$ cat src/rtl/conv_window_sched.sv
// rtl/conv_window_sched.sv - K x K valid-convolution address/strobe sequencer
// Optional bias tap per window enabled by defining CONV_BIAS_EN.
module conv_window_sched #(
   parameter int IMG_W      = 8,
   parameter int IMG_H      = 8,
   parameter int K          = 3,
   parameter int ADDR_W     = 6,
   parameter int W_ADDR_W   = 4,
   parameter int OUT_ADDR_W = 6,
   parameter int RD_LAT     = 1
) (
   input  logic                  clk,
   input  logic                  reset,
   input  logic                  en,
   output logic [ADDR_W-1:0]     img_addr,
   output logic                  img_rd,
   output logic [W_ADDR_W-1:0]   w_addr,
   output logic                  mac_en,
   output logic                  acc_clr,
   output logic [OUT_ADDR_W-1:0] out_addr,
   output logic                  out_we,
   output logic                  busy,
   output logic                  done
`ifdef CONV_BIAS_EN
   ,
   output logic                  bias_rd
`endif
);

   localparam int OUT_W = IMG_W - K + 1;
   localparam int OUT_H = IMG_H - K + 1;

   typedef enum logic [2:0] {S_IDLE, S_RUN, S_DRAIN, S_WRITE, S_DONE} state_t;

   state_t              r_state, w_next;
   logic [15:0]         r_row, r_col, r_ki, r_kj, r_dcnt;
   logic [RD_LAT-1:0]   r_rd_pipe, r_clr_pipe;
   logic                w_last_tap, w_last_win, w_drain_end;
   logic                w_bias_tap, w_img_tap, w_tap0;

   assign w_last_tap  = (r_ki == 16'(K - 1)) && (r_kj == 16'(K - 1));
   assign w_last_win  = (r_row == 16'(OUT_H - 1)) && (r_col == 16'(OUT_W - 1));
   assign w_drain_end = (r_dcnt == 16'(RD_LAT - 1));

`ifdef CONV_BIAS_EN
   logic r_bias_ph;
   assign w_bias_tap = (r_state == S_RUN) && r_bias_ph;
   assign bias_rd    = w_bias_tap;
`else
   assign w_bias_tap = 1'b0;
`endif

   assign w_img_tap = (r_state == S_RUN) && !w_bias_tap;
   assign w_tap0    = w_img_tap && (r_ki == 16'd0) && (r_kj == 16'd0);

   always_ff @(posedge clk or negedge reset) begin
      if (!reset) r_state <= S_IDLE;
      else        r_state <= w_next;
   end

   always_comb begin
      w_next = r_state;
      case (r_state)
         S_IDLE:  if (en) w_next = S_RUN;
`ifdef CONV_BIAS_EN
         S_RUN:   if (r_bias_ph) w_next = S_DRAIN;
`else
         S_RUN:   if (w_last_tap) w_next = S_DRAIN;
`endif
         S_DRAIN: if (w_drain_end) w_next = S_WRITE;
         S_WRITE: w_next = w_last_win ? S_DONE : S_RUN;
         S_DONE:  w_next = S_IDLE;
         default: w_next = S_IDLE;
      endcase
   end

   always_ff @(posedge clk or negedge reset) begin
      if (!reset) begin
         r_row  <= '0;
         r_col  <= '0;
         r_ki   <= '0;
         r_kj   <= '0;
         r_dcnt <= '0;
`ifdef CONV_BIAS_EN
         r_bias_ph <= 1'b0;
`endif
      end else begin
         case (r_state)
            S_IDLE: begin
               r_row  <= '0;
               r_col  <= '0;
               r_ki   <= '0;
               r_kj   <= '0;
               r_dcnt <= '0;
            end
            S_RUN: begin
`ifdef CONV_BIAS_EN
               if (r_bias_ph) r_bias_ph <= 1'b0;
               else
`endif
               if (w_last_tap) begin
                  r_ki <= '0;
                  r_kj <= '0;
`ifdef CONV_BIAS_EN
                  r_bias_ph <= 1'b1;
`endif
               end else if (r_kj == 16'(K - 1)) begin
                  r_kj <= '0;
                  r_ki <= r_ki + 16'd1;
               end else begin
                  r_kj <= r_kj + 16'd1;
               end
            end
            S_DRAIN: r_dcnt <= w_drain_end ? 16'd0 : r_dcnt + 16'd1;
            S_WRITE: begin
               if (w_last_win) begin
                  r_row <= '0;
                  r_col <= '0;
               end else if (r_col == 16'(OUT_W - 1)) begin
                  r_col <= '0;
                  r_row <= r_row + 16'd1;
               end else begin
                  r_col <= r_col + 16'd1;
               end
            end
            default: ;
         endcase
      end
   end

   // Both pipes model the memory read latency so mac_en/acc_clr align with returned data.
   always_ff @(posedge clk or negedge reset) begin
      if (!reset) begin
         r_rd_pipe  <= '0;
         r_clr_pipe <= '0;
      end else begin
         for (int i = RD_LAT - 1; i > 0; i--) begin
            r_rd_pipe[i]  <= r_rd_pipe[i-1];
            r_clr_pipe[i] <= r_clr_pipe[i-1];
         end
         r_rd_pipe[0]  <= (r_state == S_RUN);
         r_clr_pipe[0] <= w_tap0;
      end
   end

   assign img_rd   = w_img_tap;
   assign img_addr = w_img_tap ?
                     ADDR_W'((32'(r_row) + 32'(r_ki)) * 32'(IMG_W) + 32'(r_col) + 32'(r_kj)) : '0;
   assign w_addr   = w_bias_tap ? W_ADDR_W'(K * K) :
                     w_img_tap  ? W_ADDR_W'(32'(r_ki) * 32'(K) + 32'(r_kj)) : '0;
   assign mac_en   = r_rd_pipe[RD_LAT-1];
   assign acc_clr  = r_clr_pipe[RD_LAT-1];
   assign out_we   = (r_state == S_WRITE);
   assign out_addr = (r_state == S_WRITE) ?
                     OUT_ADDR_W'(32'(r_row) * 32'(OUT_W) + 32'(r_col)) : '0;
   assign busy     = (r_state == S_RUN) || (r_state == S_DRAIN) || (r_state == S_WRITE);
   assign done     = (r_state == S_DONE);

endmodule
$ cat config.mk
export PLATFORM = sky130hd
export DESIGN_NAME = conv_window_sched
export DESIGN_NICKNAME = d
export VERILOG_FILES = /design/src/rtl/conv_window_sched.sv
export SDC_FILE = /design/constraint.sdc
export NUM_CORES = 1
export LEC_CHECK = 0
export ABC_AREA = 1
export ABC_CLOCK_PERIOD_IN_PS = 4800
export CAP_MARGIN = 20
export CORE_ASPECT_RATIO = 1.4
export CORE_MARGIN = 2
export CORE_UTILIZATION = 35
export CTS_CLUSTER_DIAMETER = 120
export CTS_CLUSTER_SIZE = 20
export DETAILED_ROUTE_END_ITERATION = 8
export GPL_TIMING_DRIVEN = 0
export HOLD_SLACK_MARGIN = 0.1
export MAX_ROUTING_LAYER = met4
export PLACE_DENSITY_LB_ADDON = 0.12
export RECOVER_POWER = 50
export SYNTH_ARGS = -nofsm -noshare
export SYNTH_HDL_FRONTEND = slang
export SYNTH_SLANG_ARGS = --single-unit
$ cat constraint.sdc
create_clock -name clk -period 4.8 [get_ports clk]
set_input_delay 0.48 -clock clk [delete_from_list [all_inputs] [get_ports clk]]
set_output_delay 0.48 -clock clk [all_outputs]
set_load 0.03 [all_outputs]
==> flow_summary.html, run 1 <==
<table>
<tr><th>Metric</th><th>Value</th></tr>
<tr><th colspan="2">Status</th></tr>
<tr><td>Status</td><td>complete, but fails checks</td></tr>
<tr><td>Violated checks</td><td>max-capacitance violations, max-slew violations</td></tr>
<tr><th colspan="2">STA</th></tr>
<tr><td>RSZ-0062 raised after global routing</td><td>false</td></tr>
<tr><td>Setup-failing EPs final</td><td>0</td></tr>
<tr><td>Number of hold-slack violations in the final timing report</td><td>0</td></tr>
<tr><td>Portion of the clock cycle consumed by the worst path in the final layout</td><td>83.0%</td></tr>
<tr><td>Worst rel slew slack</td><td>-29.6%</td></tr>
<tr><td>Final slew viol count</td><td>35</td></tr>
<tr><td>Slew @ Worst Pin</td><td>1.94 ns</td></tr>
<tr><td>Worst Skew</td><td>0.00973 ns</td></tr>
<tr><td>Max frequency</td><td>251 MHz</td></tr>
<tr><td>Period minus WS final</td><td>3.99 ns</td></tr>
<tr><th colspan="2">GRT</th></tr>
<tr><td>Congestion Overflow GR</td><td>0</td></tr>
<tr><td>Met2 track demand over resource</td><td>32.2%</td></tr>
<tr><td>Vias in the first global route</td><td>5497</td></tr>
<tr><td>Number of antenna violations at the first check in global routing</td><td>0</td></tr>
<tr><td>Met1 routing resource usage after global routing</td><td>22.5%</td></tr>
<tr><td>Pin count of the biggest net entering global routing</td><td>53</td></tr>
<tr><td>Overall global routing resource usage</td><td>18.9%</td></tr>
<tr><td>Wire length of the first global-routing pass</td><td>27000 µm</td></tr>
<tr><td>Global-route track usage on met3</td><td>2.81%</td></tr>
<tr><td>GRT busiest layer</td><td>met2</td></tr>
<tr><th colspan="2">Floorplan</th></tr>
<tr><td>Initial Utilization</td><td>35.8%</td></tr>
<tr><td>Height of the die</td><td>161 µm</td></tr>
<tr><td>Die ar.</td><td>18800 µm²</td></tr>
<tr><td>Die width</td><td>116 µm</td></tr>
<tr><td>Number of placed I/O pins</td><td>25</td></tr>
<tr><td>Standard-cell rows</td><td>57</td></tr>
<tr><td>Core Area</td><td>17300 µm²</td></tr>
<tr><th colspan="2">Place</th></tr>
<tr><td>Post-DP Area</td><td>6760 µm²</td></tr>
<tr><td>Port Buf Inserts</td><td>24</td></tr>
<tr><td>Dpl hpwl</td><td>11800 µm</td></tr>
<tr><td>Routability cong.</td><td>0.831</td></tr>
<tr><th colspan="2">CTS</th></tr>
<tr><td>Quantity of gates resized following cts</td><td>0</td></tr>
<tr><td>CTS HTree Levels</td><td>3</td></tr>
<tr><td>Clock insertion delay at the later pin of the skew report</td><td>0.35 ns</td></tr>
<tr><td>Clock sinks</td><td>85</td></tr>
<tr><td>CTS tree</td><td>built</td></tr>
<tr><td>Clock-pin slew reported for the worst setup and hold paths after clock tree synthesis</td><td>0.07 ns</td></tr>
<tr><td>Number of hold buffers added after cts</td><td>0</td></tr>
<tr><td>Buffer depth of the longest clock path</td><td>2</td></tr>
<tr><td>Number of buffers inserted by post-CTS setup repair</td><td>0</td></tr>
<tr><td>Clock buffers created by TritonCTS</td><td>9</td></tr>
<tr><td>CTS Root Cell</td><td>sky130_fd_sc_hd__clkbuf_16</td></tr>
<tr><th colspan="2">Route</th></tr>
<tr><td>Post-DRT Antenna Nets</td><td>0</td></tr>
<tr><td>Length of the first detailed-routing pass in iterations</td><td>5</td></tr>
<tr><td>Initial drt markers</td><td>189</td></tr>
<tr><td>Vias per cell</td><td>4.79</td></tr>
<tr><td>Total vias in the final route</td><td>5526</td></tr>
<tr><td>Drc violations</td><td>0</td></tr>
<tr><td>Final routed wire length divided by cell count</td><td>13.7 µm</td></tr>
<tr><td>Wirelength, routed</td><td>15800 µm</td></tr>
<tr><th colspan="2">Setup path</th></tr>
<tr><td>Worst Path Class, Setup</td><td>reg2out</td></tr>
<tr><td>Critical-path cell list</td><td>ha_1 &gt; inv_1 &gt; fa_1 &gt; fa_1 &gt; inv_1 &gt; ha_1 &gt; a21oi_1 &gt; nor2_1 &gt; nor2_1 &gt; clkdlybuf4s50_1</td></tr>
<tr><td>Critical path startpoint category</td><td>flop</td></tr>
<tr><td>Arrival time at the worst endpoint</td><td>3.51 ns</td></tr>
<tr><td>Nature of the critical path endpoint</td><td>output port</td></tr>
<tr><td>Critical Path Max Stage Delay</td><td>0.68 ns</td></tr>
<tr><td>Slowest stage cell, crit path</td><td>sky130_fd_sc_hd__clkdlybuf4s50_1</td></tr>
<tr><td>Required arrival time at the worst endpoint</td><td>4.32 ns</td></tr>
<tr><td>CP max FO</td><td>8</td></tr>
<tr><th colspan="2">Synthesis</th></tr>
<tr><td>Main area contributors after synthesis</td><td>sky130_fd_sc_hd__dfrtp_1 34%, sky130_fd_sc_hd__nand2_1 14%, sky130_fd_sc_hd__nor2_1 7.5%, sky130_fd_sc_hd__nand3_1 6.9%, sky130_fd_sc_hd__ha_1 6.7%</td></tr>
<tr><td>Total of warnings raised by yosys</td><td>0</td></tr>
<tr><td>Mapped Cells</td><td>876</td></tr>
<tr><td>Number of flops mapped to enable cells by yosys</td><td>0</td></tr>
<tr><td>Dominant cell type by area after synthesis</td><td>sky130_fd_sc_hd__dfrtp_1</td></tr>
<tr><td>Post-synthesis average cell area</td><td>7.07 µm²</td></tr>
<tr><td>Part of the Yosys area used for sequential elements</td><td>34.3%</td></tr>
<tr><td>Fraction of post-synthesis cell area in the top cell type by area</td><td>34.3%</td></tr>
<tr><td>Netlist cell types</td><td>38</td></tr>
<tr><td>Synth Flop Type</td><td>sky130_fd_sc_hd__dfrtp_1</td></tr>
<tr><td>Area of the mapped netlist</td><td>6200 µm²</td></tr>
<tr><td>Post-Synthesis Net Count</td><td>921</td></tr>
<tr><td>Post-synthesis async set-or-reset flop share</td><td>100%</td></tr>
<tr><td>Synthesized flop and latch total</td><td>85</td></tr>
<tr><th colspan="2">Layout</th></tr>
<tr><td>Cell area after layout</td><td>7010 µm²</td></tr>
<tr><td>Area growth from synthesis to final layout</td><td>13.2%</td></tr>
<tr><td>Fraction of final layout cells sized beyond drive strength 1</td><td>6.54%</td></tr>
<tr><td>NumNets Final</td><td>957</td></tr>
<tr><td>Number of antenna cells inserted</td><td>0</td></tr>
<tr><td>End-of-flow core utilization</td><td>40.5%</td></tr>
<tr><th colspan="2">Pwr</th></tr>
<tr><td>Worst IR Drop VDD</td><td>133 µV</td></tr>
<tr><td>Power after layout</td><td>1.45 mW</td></tr>
<tr><td>Power per standard cell area</td><td>207 nW/µm²</td></tr>
<tr><td>P_leak</td><td>3.40 nW</td></tr>
<tr><th colspan="2">Flow run</th></tr>
<tr><td>Number of maximum-capacitance constraint violations</td><td>1</td></tr>
<tr><th colspan="2">Worst hold path</th></tr>
<tr><td>HP Class</td><td>reg2reg</td></tr>
</table>
-- synth_stat cells (2+ instances only) --
cell,n
sky130_fd_sc_hd__or2_2,3
sky130_fd_sc_hd__clkbuf_1,3
sky130_fd_sc_hd__nand2_2,10
sky130_fd_sc_hd__xor2_1,25
sky130_fd_sc_hd__nor3_1,14
sky130_fd_sc_hd__o21ai_1,11
sky130_fd_sc_hd__xnor2_1,5
sky130_fd_sc_hd__o22ai_1,9
sky130_fd_sc_hd__buf_2,7
sky130_fd_sc_hd__nand3_1,85
sky130_fd_sc_hd__a21oi_1,18
sky130_fd_sc_hd__nand2_1,228
sky130_fd_sc_hd__o21ai_2,6
sky130_fd_sc_hd__inv_1,107
sky130_fd_sc_hd__nor2_2,3
sky130_fd_sc_hd__nor2_4,2
sky130_fd_sc_hd__inv_2,8
sky130_fd_sc_hd__nand3b_1,7
sky130_fd_sc_hd__buf_6,3
sky130_fd_sc_hd__dfrtp_1,85
sky130_fd_sc_hd__nor3b_1,2
sky130_fd_sc_hd__ha_1,33
sky130_fd_sc_hd__o21ai_0,34
sky130_fd_sc_hd__nand4_1,17
sky130_fd_sc_hd__fa_1,9
sky130_fd_sc_hd__o21bai_1,8
sky130_fd_sc_hd__nor2_1,123
-- cells in the final DEF, fill, tap and decap left out, types with 3 or more instances in the layout --
| cell | n |
|---|---|
| sky130_fd_sc_hd__a21oi_1 | 18 |
| sky130_fd_sc_hd__buf_2 | 7 |
| sky130_fd_sc_hd__buf_6 | 3 |
| sky130_fd_sc_hd__clkbuf_1 | 6 |
| sky130_fd_sc_hd__clkbuf_16 | 9 |
| sky130_fd_sc_hd__clkdlybuf4s50_1 | 23 |
| sky130_fd_sc_hd__dfrtp_1 | 85 |
| sky130_fd_sc_hd__fa_1 | 9 |
| sky130_fd_sc_hd__ha_1 | 33 |
| sky130_fd_sc_hd__inv_1 | 107 |
| sky130_fd_sc_hd__inv_2 | 8 |
| sky130_fd_sc_hd__nand2_1 | 230 |
| sky130_fd_sc_hd__nand2_2 | 9 |
| sky130_fd_sc_hd__nand3_1 | 85 |
| sky130_fd_sc_hd__nand3b_1 | 7 |
| sky130_fd_sc_hd__nand4_1 | 17 |
| sky130_fd_sc_hd__nor2_1 | 124 |
| sky130_fd_sc_hd__nor3_1 | 14 |
| sky130_fd_sc_hd__o21ai_0 | 34 |
| sky130_fd_sc_hd__o21ai_1 | 11 |
| sky130_fd_sc_hd__o21ai_2 | 6 |
| sky130_fd_sc_hd__o21bai_1 | 8 |
| sky130_fd_sc_hd__o22ai_1 | 9 |
| sky130_fd_sc_hd__or2_2 | 3 |
| sky130_fd_sc_hd__xnor2_1 | 5 |
| sky130_fd_sc_hd__xor2_1 | 25 |
-- routing by layer --
metal  up-vias  routed length (µm)
li1       2878                   -
met1      2576                7130
met2        51                8060
met3        21                 316
met4         0                 316
met5         -                   0
-- logic make-up after synthesis --
group	Yosys count	synth area share [%]
buffers and inverters	130	8.44
AND/OR/NAND/NOR	498	34.7
XOR/XNOR	30	4.24
adder cells (fa/ha/maj)	42	9.57
AO/OA/AOI/OAI	91	8.68
flip-flops	85	34.3
-- worst paths after layout --
check / from / to / slack (ns) / cells past startpoint
min: r_dcnt[8] / r_dcnt[8] / 0.51 / 2
max in group asynchronous: reset / r_col[6] / 1.89 / 2
min in group asynchronous: reset / r_dcnt[8] / 0.66 / 1
max: r_ki[0] / img_addr[5] / 0.81 / 10
max reg2reg: r_col[1] / r_row[1] / 2.73 / 10
min reg2reg: r_dcnt[8] / r_dcnt[8] / 0.51 / 2
-- stage by stage --
| step | setup WS [ns] | setup TNS [ns] | cells | hold slack (ns) |
|---|---|---|---|---|
| floorplan | 1.72 | 0 | 876 | 0.184 |
| global placement | -0.349 | -29.11 | 1136 | 0.495 |
| detailed placement | 1.15 | 0 | 1137 | 0.485 |
| CTS | 0.749 | 0 | 1153 | 0.105 |
| global route | 0.579 | 0 | 1153 | 0.539 |
| finish | 0.814 | 0 | 1153 | 0.508 |
-- state kept, by name, indices dropped and copies added (netlist names) --
register / cells
mac_en: 1
r_kj: 16
acc_clr: 1
r_ki: 16
r_row: 16
r_state: 3
r_col: 16
r_dcnt: 16
-- power by group --
part / switching, mW / total (mW) / internal [mW]
sequential: 0 / 0.716 / 0.716
combinational: 0.0149 / 0.0160 / 0.00108
clock: 0.302 / 0.718 / 0.417
-- critical path, delay by kind of cell, from the launching register on --
family                     cells  cell delay (ns)
and+or+nand+nor                2             0.19
AOI/OAI and AO/OA              1             0.19
buffers and inverters          3             0.78
DFF                            1             0.52
adders and majority gates      4             1.47
-- layout make-up --
type | count | area (µm²)
well taps | 236 | 295
inverters | 115 | 432
multi-input cells | 661 | 3530
flip-flops and latches | 85 | 2130
repair buffers | 25 | 239
plain buffers | 15 | 91.3
clock buffers | 12 | 246
fillers | 1857 | 10300
clock inverters | 4 | 47.5
(Power assumes the default switching activity.)
==> run 2: changes to the inputs <==
- ABC_CLOCK_PERIOD_IN_PS: 4800 -> 4000
- clock period: 4.8 -> 4 ns (I/O delays scaled with it)
==> flow_summary.html, run 2 (synthesis gave the netlist of run 1 again) <==
<table>
<tr><th>Metric</th><th>Value</th></tr>
<tr><th colspan="2">Place</th></tr>
<tr><td>Placed instance count</td><td>1137</td></tr>
<tr><td>Dpl hpwl</td><td>11800 µm</td></tr>
<tr><td>Routability cong.</td><td>0.831</td></tr>
<tr><td>Port Buf Inserts</td><td>24</td></tr>
<tr><td>Worst setup slack after placement</td><td>0.425 ns</td></tr>
<tr><th colspan="2">Status</th></tr>
<tr><td>Status</td><td>complete, but fails checks</td></tr>
<tr><td>Violated checks</td><td>max-capacitance violations, max-slew violations</td></tr>
<tr><th colspan="2">STA</th></tr>
<tr><td>Final slew viol count</td><td>34</td></tr>
<tr><td>Max frequency</td><td>263 MHz</td></tr>
<tr><td>Setup-failing EPs final</td><td>0</td></tr>
<tr><td>Slew @ Worst Pin</td><td>2.10 ns</td></tr>
<tr><td>Period minus WS final</td><td>3.80 ns</td></tr>
<tr><td>Final-layout worst hold slack</td><td>0.508 ns</td></tr>
<tr><td>Worst Skew</td><td>0.0111 ns</td></tr>
<tr><td>Portion of the clock cycle consumed by the worst path in the final layout</td><td>95.1%</td></tr>
<tr><td>Number of hold-slack violations in the final timing report</td><td>0</td></tr>
<tr><td>RSZ-0062 raised after global routing</td><td>false</td></tr>
<tr><td>Worst path setup slack after routing</td><td>0.196 ns</td></tr>
<tr><td>Setup tns final</td><td>0 ns</td></tr>
<tr><td>Worst rel slew slack</td><td>-40.2%</td></tr>
<tr><th colspan="2">Pwr</th></tr>
<tr><td>Worst IR Drop VDD</td><td>166 µV</td></tr>
<tr><td>Relative contribution of combinational cells to total power</td><td>1.3%</td></tr>
<tr><td>Power per standard cell area</td><td>248 nW/µm²</td></tr>
<tr><td>Switching part of the total power</td><td>21.9%</td></tr>
<tr><td>Sequential group share of total power</td><td>49.2%</td></tr>
<tr><td>Cell-internal power</td><td>1.36 mW</td></tr>
<tr><td>P_leak</td><td>3.43 nW</td></tr>
<tr><td>Clock group share of total power</td><td>49.5%</td></tr>
<tr><td>Net Sw Power</td><td>0.383 mW</td></tr>
<tr><th colspan="2">CTS</th></tr>
<tr><td>Clock sinks</td><td>85</td></tr>
<tr><td>CTS tree</td><td>built</td></tr>
<tr><td>Clock-pin slew reported for the worst setup and hold paths after clock tree synthesis</td><td>0.07 ns</td></tr>
<tr><td>CTS Root Cell</td><td>sky130_fd_sc_hd__clkbuf_16</td></tr>
<tr><td>Clock buffers created by TritonCTS</td><td>9</td></tr>
<tr><td>Clock insertion delay at the later pin of the skew report</td><td>0.35 ns</td></tr>
<tr><td>Number of buffers inserted by post-CTS setup repair</td><td>0</td></tr>
<tr><td>Buffer depth of the longest clock path</td><td>2</td></tr>
<tr><td>CTS HTree Levels</td><td>3</td></tr>
<tr><th colspan="2">Setup path</th></tr>
<tr><td>Arrival time at the worst endpoint</td><td>3.40 ns</td></tr>
<tr><td>Worst Path Class, Setup</td><td>reg2out</td></tr>
<tr><td>CP max FO</td><td>8</td></tr>
<tr><td>Nature of the critical path endpoint</td><td>output port</td></tr>
<tr><td>Slack of the worst reg-to-reg path</td><td>1.93 ns</td></tr>
<tr><td>Required arrival time at the worst endpoint</td><td>3.60 ns</td></tr>
<tr><td>Critical path startpoint category</td><td>flop</td></tr>
<tr><th colspan="2">GRT</th></tr>
<tr><td>Wire length of the first global-routing pass</td><td>27000 µm</td></tr>
<tr><td>Overall global routing resource usage</td><td>18.9%</td></tr>
<tr><td>Vias in the first global route</td><td>5497</td></tr>
<tr><td>Pin count of the biggest net entering global routing</td><td>53</td></tr>
<tr><td>Congestion Overflow GR</td><td>0</td></tr>
<tr><td>Number of antenna violations at the first check in global routing</td><td>0</td></tr>
<tr><th colspan="2">Route</th></tr>
<tr><td>Initial drt markers</td><td>197</td></tr>
<tr><td>Vias per cell</td><td>4.81</td></tr>
<tr><td>Total vias in the final route</td><td>5553</td></tr>
<tr><td>Wirelength, routed</td><td>15900 µm</td></tr>
<tr><td>Drc violations</td><td>0</td></tr>
<tr><td>Post-DRT Antenna Nets</td><td>0</td></tr>
<tr><td>Length of the first detailed-routing pass in iterations</td><td>4</td></tr>
<tr><td>Final routed wire length divided by cell count</td><td>13.7 µm</td></tr>
<tr><th colspan="2">Layout</th></tr>
<tr><td>NumNets Final</td><td>958</td></tr>
<tr><td>Fraction of final layout cells sized beyond drive strength 1</td><td>6.75%</td></tr>
<tr><td>Most common library cell in the layout ignoring fill and taps</td><td>sky130_fd_sc_hd__nand2_1</td></tr>
<tr><td>Area growth from synthesis to final layout</td><td>13.8%</td></tr>
<tr><td>Number of antenna cells inserted</td><td>0</td></tr>
<tr><td>Leading cell types in the layout, fill and taps excluded</td><td>230 x sky130_fd_sc_hd__nand2_1, 124 x sky130_fd_sc_hd__nor2_1, 107 x sky130_fd_sc_hd__inv_1, 85 x sky130_fd_sc_hd__nand3_1, 83 x sky130_fd_sc_hd__dfrtp_1</td></tr>
<tr><td>Number of standard cells in the final layout excluding fillers</td><td>1154</td></tr>
<tr><td>Number of filler instances in the final layout</td><td>1858</td></tr>
<tr><th colspan="2">Floorplan</th></tr>
<tr><td>Die width</td><td>116 µm</td></tr>
<tr><td>Height of the die</td><td>161 µm</td></tr>
<tr><td>Initial Utilization</td><td>35.8%</td></tr>
<tr><td>Core Area</td><td>17300 µm²</td></tr>
<tr><td>Standard-cell rows</td><td>57</td></tr>
<tr><td>Die ar.</td><td>18800 µm²</td></tr>
<tr><td>Number of placed I/O pins</td><td>25</td></tr>
<tr><th colspan="2">Worst hold path</th></tr>
<tr><td>HP Class</td><td>reg2reg</td></tr>
<tr><th colspan="2">Flow run</th></tr>
<tr><td>Number of maximum-capacitance constraint violations</td><td>1</td></tr>
</table>
[run 2: routing by layer]
layer / share of wire [%] / up-vias / GRT usage [%] / routed length (µm)
met5: 0 / - / - / 0
met3: 2.1 / 23 / 2.81 / 339
met4: 2.2 / 0 / 6.39 / 346
li1: - / 2876 / - / -
met2: 51 / 65 / 32.2 / 8040
met1: 45 / 2589 / 22.5 / 7140
[run 2: cell type report]
type	instances	area [µm²]	share of cell area [%]
tap	236	295	4.19
inverter	115	432	6.12
clock buffer	12	246	3.50
sequential	85	2130	30.2
clock inverter	4	47.5	0.674
multi-input combinational	661	3530	50.1
timing repair buffer	26	274	3.89
buffer	15	91.3	1.30
[run 2: stage by stage]
step | total power, mW | util (%) | cell area [µm²]
final | 1.75 | 40.7 | 7050
after global routing | 1.82 | 40.7 | 7050
after CTS | 1.78 | 40.7 | 7060
after detailed placement | 0.900 | 39.0 | 6760
after global placement | 0.898 | 38.8 | 6730
after floorplan | 0.876 | - | 6200
[run 2: final timing paths]
kind,from,depth (start not counted),to
min in group asynchronous,reset,2,r_dcnt[8]
worst max register to register,r_col[1],10,r_row[1]
worst max-delay path,r_ki[0],8,w_addr[3]
max in group asynchronous,reset,2,r_col[10]
worst min register to register,r_dcnt[8],2,r_dcnt[8]
worst min-delay path,r_dcnt[8],2,r_dcnt[8]
[run 2: repair_timing]
item / CTS / global route
hold buffers: 1 / 0
setup endpoints to repair: 0 / 2
resized for setup: 0 / 3
endpoints found under the hold margin: 33 / 0
[run 2: critical path, stage by stage (launching register included)]
cell	delay, ns
sky130_fd_sc_hd__dfrtp_2	0.48
sky130_fd_sc_hd__fa_1	0.56
sky130_fd_sc_hd__ha_1	0.14
sky130_fd_sc_hd__inv_1	0.05
sky130_fd_sc_hd__fa_1	0.37
sky130_fd_sc_hd__xor2_1	0.16
sky130_fd_sc_hd__or2_2	0.29
sky130_fd_sc_hd__a21oi_1	0.27
sky130_fd_sc_hd__clkdlybuf4s50_1	0.74
[run 2: power groups by stage]
stage	logic (mW)	clock network (mW)	registers (mW)
6_report	0.0232	0.864	0.859
5_1_grt	0.0281	0.934	0.859
4_1_cts	0.0259	0.900	0.859
3_5_place_dp	0.0249	0	0.876
3_3_place_gp	0.0217	0	0.876
2_1_floorplan	0.00000421	0	0.876
